<file path="config.mk">
export PLATFORM = sky130hd
export DESIGN_NAME = ram4x3_fifo_ctrl
export DESIGN_NICKNAME = d
export VERILOG_FILES = /design/src/rtl/ram4x3_fifo_ctrl.sv
export SDC_FILE = /design/constraint.sdc
export NUM_CORES = 1
export LEC_CHECK = 0
export CAP_MARGIN = 20
export CORE_AREA = 4 4 41 43
export CTS_BUF_LIST = sky130_fd_sc_hd__clkbuf_8
export DETAILED_ROUTE_END_ITERATION = 10
export DIE_AREA = 0 0 45 47
export DONT_BUFFER_PORTS = 1
export HOLD_SLACK_MARGIN = 0.12
export PLACE_DENSITY_LB_ADDON = 0.12
export SLEW_MARGIN = 0
export SYNTH_ARGS = -nofsm -noshare
export SYNTH_HDL_FRONTEND = slang
export SYNTH_SLANG_ARGS = --single-unit
export TNS_END_PERCENT = 5
</file>
<file path="constraint.sdc">
create_clock -name Clk -period 6.1 [get_ports Clk]
set_input_delay 1.22 -clock Clk [delete_from_list [all_inputs] [get_ports Clk]]
set_output_delay 1.22 -clock Clk [all_outputs]
set_load 0.01 [all_outputs]
</file>
<file path="src/rtl/ram4x3_fifo_ctrl.sv">
// FIFO controller wrapping a 4x3 single-port RAM plus a one-word output register.
// Optional: define RAM4X3_FIFO_BYPASS_EN to load words straight into the output register when the RAM is empty.
module ram4x3_fifo_ctrl #(
    parameter int ADDR_W = 2,
    parameter int DATA_W = 3
) (
    input  logic              Clk,
    input  logic              Rst,
    input  logic              InValid,
    output logic              InReady,
    input  logic [DATA_W-1:0] InData,
    output logic              OutValid,
    input  logic              OutReady,
    output logic [DATA_W-1:0] OutData,
    output logic [ADDR_W-1:0] RamAddr,
    output logic [DATA_W-1:0] RamDataIn,
    output logic              RamWrite,
    input  logic [DATA_W-1:0] RamDataOut,
    output logic [ADDR_W:0]   Count,
    output logic              Full,
    output logic              Empty
);

    localparam logic [ADDR_W:0] DEPTH = {1'b1, {ADDR_W{1'b0}}};

    // Handshake: a word moves on a rising Clk edge only when the sender's
    // valid and the receiver's ready are both high in that cycle; a sender
    // holds its word stable until it is taken.
    logic [ADDR_W-1:0] wr_ptr;
    logic [ADDR_W-1:0] rd_ptr;
    logic              load;
    logic              accept;
    logic              bypass;
    logic              write;

    always_comb begin
        load    = (Count != '0) && (!OutValid || OutReady);
        InReady = !Full && !load && !Rst;
        accept  = InValid && InReady;
`ifdef RAM4X3_FIFO_BYPASS_EN
        bypass  = accept && (Count == '0) && (!OutValid || OutReady);
`else
        bypass  = 1'b0;
`endif
        write   = accept && !bypass;
    end

    assign Full  = (Count == DEPTH);
    assign Empty = (Count == '0) && !OutValid;

    // The single RAM port serves either the prefetch read or the write, never both.
    always_comb begin
        RamAddr   = wr_ptr;
        RamDataIn = InData;
        RamWrite  = 1'b0;
        if (Rst) begin
            RamAddr   = '0;
            RamDataIn = '0;
        end else if (load) begin
            RamAddr = rd_ptr;
        end else if (write) begin
            RamWrite = 1'b1;
        end
    end

    always_ff @(posedge Clk) begin
        if (Rst) begin
            wr_ptr   <= '0;
            rd_ptr   <= '0;
            Count    <= '0;
            OutValid <= 1'b0;
            OutData  <= '0;
        end else begin
            if (load) begin
                OutData  <= RamDataOut;
                OutValid <= 1'b1;
                rd_ptr   <= rd_ptr + 1'b1;
            end else if (bypass) begin
                OutData  <= InData;
                OutValid <= 1'b1;
            end else if (OutValid && OutReady) begin
                OutValid <= 1'b0;
            end
            if (write) begin
                wr_ptr <= wr_ptr + 1'b1;
            end
            Count <= Count + (ADDR_W+1)'(write) - (ADDR_W+1)'(load);
        end
    end

endmodule

</file>
# After elaboration in Yosys (flattened, before gate mapping)
# Index checks and enable logic that the tools add are counted.
# Widths: inputs -> output; s select.
totals:
  register_bits: 11
  latch_bits: 0
  ram_bits: 0
  mem_bits_ro: 0
  in_bits: 10
  output_inout_bits: 16
  elab_cells: 32
  memories: 0
classes:
  n_addsub: 4
  mul: 0
  div: 0
  magnitude_cmp: 0
  n_eq_ne: 1
  shifts: 0
  n_mux: 8
  bitwise: 0
  reduce_logical: 14
op_table:
  columns: ["op", "n"]
  rows:
  - ["$logic_and 1x1->1", 6]
  - ["$mux 1", 5]
  - ["$add 2x1->2 const B", 2]
  - ["$logic_not 1->1", 4]
  - ["$mux 2", 2]
  - ["$add 3x1->3", 1]
  - ["$eq 3x3->1 const B", 1]
  - ["$logic_not 3->1", 1]
  - ["$mux 3", 1]
  - ["$reduce_bool 3->1", 1]
  - ["$sub 3x1->3", 1]
  - ["$reduce_bool 2->1", 1]
  - ["$logic_or 1x1->1", 1]

# Depth between registers and ports, before layout
depth:
  word_depth: 10
  ltp_mapped: 12
  mapped_depth_nobuf: 12

# Worst setup path before layout
# OpenSTA, ideal clock, no wires.
synth_timing:
  path_kind: "input to output"
  startpoint: "in Rst"
  endpoint: "out RamWrite"
  arrival_time_ns: 2.158
  required_time_ns: 4.880
  slack_ns: 2.722
  path_stages: 5
  n_path_buf: 2
  cell_sequence: "clkbuf_1 clkbuf_1 nor2_1 ha_1 nor2b_1"
synth_between:
  elab_chain_len: 6
synth_rtl:
  columns: ["element", "line_no", "source"]
  rows:
  - ["start, declared", "8", "input logic Rst,"]
  - ["$logic_not 1->1", "38", "InReady = !Full && !load && !Rst;"]
  - ["$logic_and 1x1->1", "38", null]
  - ["$logic_and 1x1->1", "39", "accept = InValid && InReady;"]
  - ["net accept", "32", "logic accept;"]
  - ["$mux 1", "61", "end else if (write) begin"]
  - ["$mux 1", "59", "end else if (load) begin"]
  - ["$mux 1", "56", "if (Rst) begin"]
  - ["end, declared", "17", "output logic RamWrite,"]
# The timed path passes the listed nets, and every way through them passes these cells.

# Final worst setup path
layout_timing:
  startpoint: "in OutReady"
  endpoint: "out RamWrite"
layout_between:
  elab_chain_len: 9
layout_rtl:
  columns: ["element", "line_no", "source"]
  rows:
  - ["start, declared", "13", "input logic OutReady,"]
  - ["$logic_or 1x1->1", "37", "load = (Count != '0) && (!OutValid || OutReady);"]
  - ["$logic_and 1x1->1", "37", null]
  - ["$logic_not 1->1", "38", null]
  - ["$logic_and 1x1->1 (2 in a row)", "38", null]
  - ["$logic_and 1x1->1", "39", null]
  - ["net accept", "32", null]
  - ["$mux 1", "61", null]
  - ["$mux 1", "59", null]
  - ["$mux 1", "56", null]
# The timed path passes the listed nets, and every way through them passes these cells.

==> metrics.txt <==
gp weighted congestion=0.671; first-pass GRT wire length=1850 µm; nature of the critical path startpoint=primary input; final routed DRC violation total=0; Max rail drop VDD=322 µV; Final Hold Fails=0; DP Wirelength=800 µm; First-pass DRT Iterations=2; Synth warnings=0; Pwr Density=553 mW/mm²; row count=13; kind of critical path=in -> out; worst slew pin tran=0.311 ns; initial antenna violation count=0; IO Count=26; die extent in x=45 µm; Crit. End Element=primary output; CP max FO=4; post-CTS setup buffers=0; Sw Share=0.407; clk root buf=clkbuf_8; status=completed; post-layout min period=3.42 ns; post-route cell area=637 µm²; RSZ-0062 raised after global routing=no; max-cap violations=0; Avg Vias per Cell=5.15; max-slew violation count=0; Clock Latency Late Sink=0.24 ns; Worst EP required=4.88 ns; Synth area leader=dfxtp_1; CTS Buf Count=3; clk slew on worst S/H paths=0.05 ns; CTS Sinks=11; average cell area after synthesis=8.54 µm²; skew final=0.00451 ns; syn_nets=82; largest net degree at the start of global routing=23; R2R setup slack=3.67 ns; setup TNS=0 ns; vias=438; total global routing overflow=0; CTS H-Tree Depth=1; cts repair resizes=0; starting density of the core=0.446; Tcrit/Tclk final=0.561; number of global-route vias before repair=413; Pint=0.209 mW; Psw=0.143 mW; Final #Nets=85; Logic pwr share=0.428; post-synthesis cell type count=22; Post-synth EDFFs=0; IO Port Bufs=0; Final setup viols=0; asr flop ratio synth=0; final wirelength=1100 µm; Die ar.=0.00212 mm²; Commonest cells post-synth=11 x dfxtp_1, 9 x nand2_1, 9 x nor2_1, 8 x nor2b_1, 6 x a21oi_1; initial drt markers=5; post-synthesis cell count=68; CP arrival=2.20 ns; DRT antenna net count=0; post-synth top area share=0.379; fmax=0.292 GHz; Slew headroom=0.793; total core area=0.00130 mm²; Die Y=47 µm; CTS hold repair buffers=0; CTS Buffer Depth=2; Netlist Area Pre-Place=581 µm²; Layout Area Growth over Synthesis=9.70%; gr usage total=0.127; worst hold path type=reg -> reg; dpl cell area=592 µm²; TritonCTS clock tree=done; LEAKAGE=0.269 nW; most frequent cell after synthesis=dfxtp_1; clock share of power=0.205; fraction of layout cells with a size suffix above 1=0.157; mean routed wirelength per cell=12.9 µm; Reg power frac=0.367; Seq cells post-synth=11; total power=0.352 mW; Top FF cell, synth=dfxtp_1; sequential-to-total area share from yosys stat=0.379; Antenna Cells=0; top cells by area, synth=dfxtp_1 38%, nor2b_1 8.6%, ha_1 6.5%
## final timing paths
path	startpoint	depth (start not counted)	endpoint
min reg2reg	OutData[2]$_SDFFE_PP0P_	2	OutData[2]$_SDFFE_PP0P_
min	OutData[2]$_SDFFE_PP0P_	2	OutData[2]$_SDFFE_PP0P_
max	OutReady	6	RamWrite
max reg2reg	Count[1]$_SDFF_PP0_	12	Count[2]$_SDFF_PP0_
## metrics by stage
stage	util	hold WS, ns	cells	worst slack [ns]
after floorplan	-	0.479	68	2.72
after CTS	0.489	0.495	85	2.66
after detailed placement	0.455	0.488	81	2.67
final	0.489	0.491	85	2.68
after global placement	0.455	0.484	81	2.71
after global routing	0.489	0.515	85	2.54
## critical path, cell delays in order
cell	delay, ns
nand2b_1	0.19
o21ai_2	0.22
nand2_2	0.11
nor2_1	0.10
ha_1	0.14
nor2b_1	0.22
## power groups by stage
stage               logic (mW)  registers, mW  clock network, mW
finish                   0.151          0.129             0.0722
global route             0.180          0.134             0.0790
CTS                      0.155          0.130             0.0757
detailed placement       0.153          0.131                  0
global placement         0.153          0.131                  0
floorplan                0.134          0.126                  0
## per-layer routing
| metal | track usage | vias to the layer above | part of all wire |
|---|---|---|---|
| met5 | 0 | - | 0 |
| met2 | 0.192 | 18 | 0.47 |
| li1 | - | 219 | - |
| met4 | 0.0877 | 0 | 0.011 |
| met1 | 0.133 | 199 | 0.41 |
| met3 | 0.0728 | 2 | 0.10 |
## registers in the layout, indices dropped and copies added (netlist names)
signal,count
OutData,3
OutValid,1
Count,3
wr_ptr,2
rd_ptr,2
## cell usage in the layout, fill, tap and decap left out, types with 2 or more instances in the layout
cell	netlist	final
a21oi_1	6	6
clkbuf_8	0	3
dfxtp_1	11	11
ha_1	3	3
inv_1	2	3
mux2_4	2	2
nand2_1	9	9
nand2_2	2	2
nor2_1	9	9
nor2b_1	8	8
xnor2_1	2	2
xor2_1	2	2
## cell families after synthesis
| family | count (synthesis) | share of synthesized area |
|---|---|---|
| AND/OR/NAND/NOR | 35 | 0.310 |
| buffers and inverters | 5 | 0.0323 |
| AO/OA/AOI/OAI | 7 | 0.0668 |
| adder cells (fa/ha/maj) | 4 | 0.0991 |
| XOR/XNOR | 4 | 0.0604 |
| flip-flops | 11 | 0.379 |
| multiplexers | 2 | 0.0517 |
## cell type report
| cell class | instances | area (µm²) |
|---|---|---|
| Clock buffer | 3 | 41.3 |
| Clock inverter | 1 | 3.75 |
| Fill cell | 146 | 664 |
| Inverter | 3 | 11.3 |
| Multi-Input combinational cell | 52 | 342 |
| Sequential cell | 11 | 220 |
| Tap cell | 15 | 18.8 |
Power figures use the tool's default switching activity.
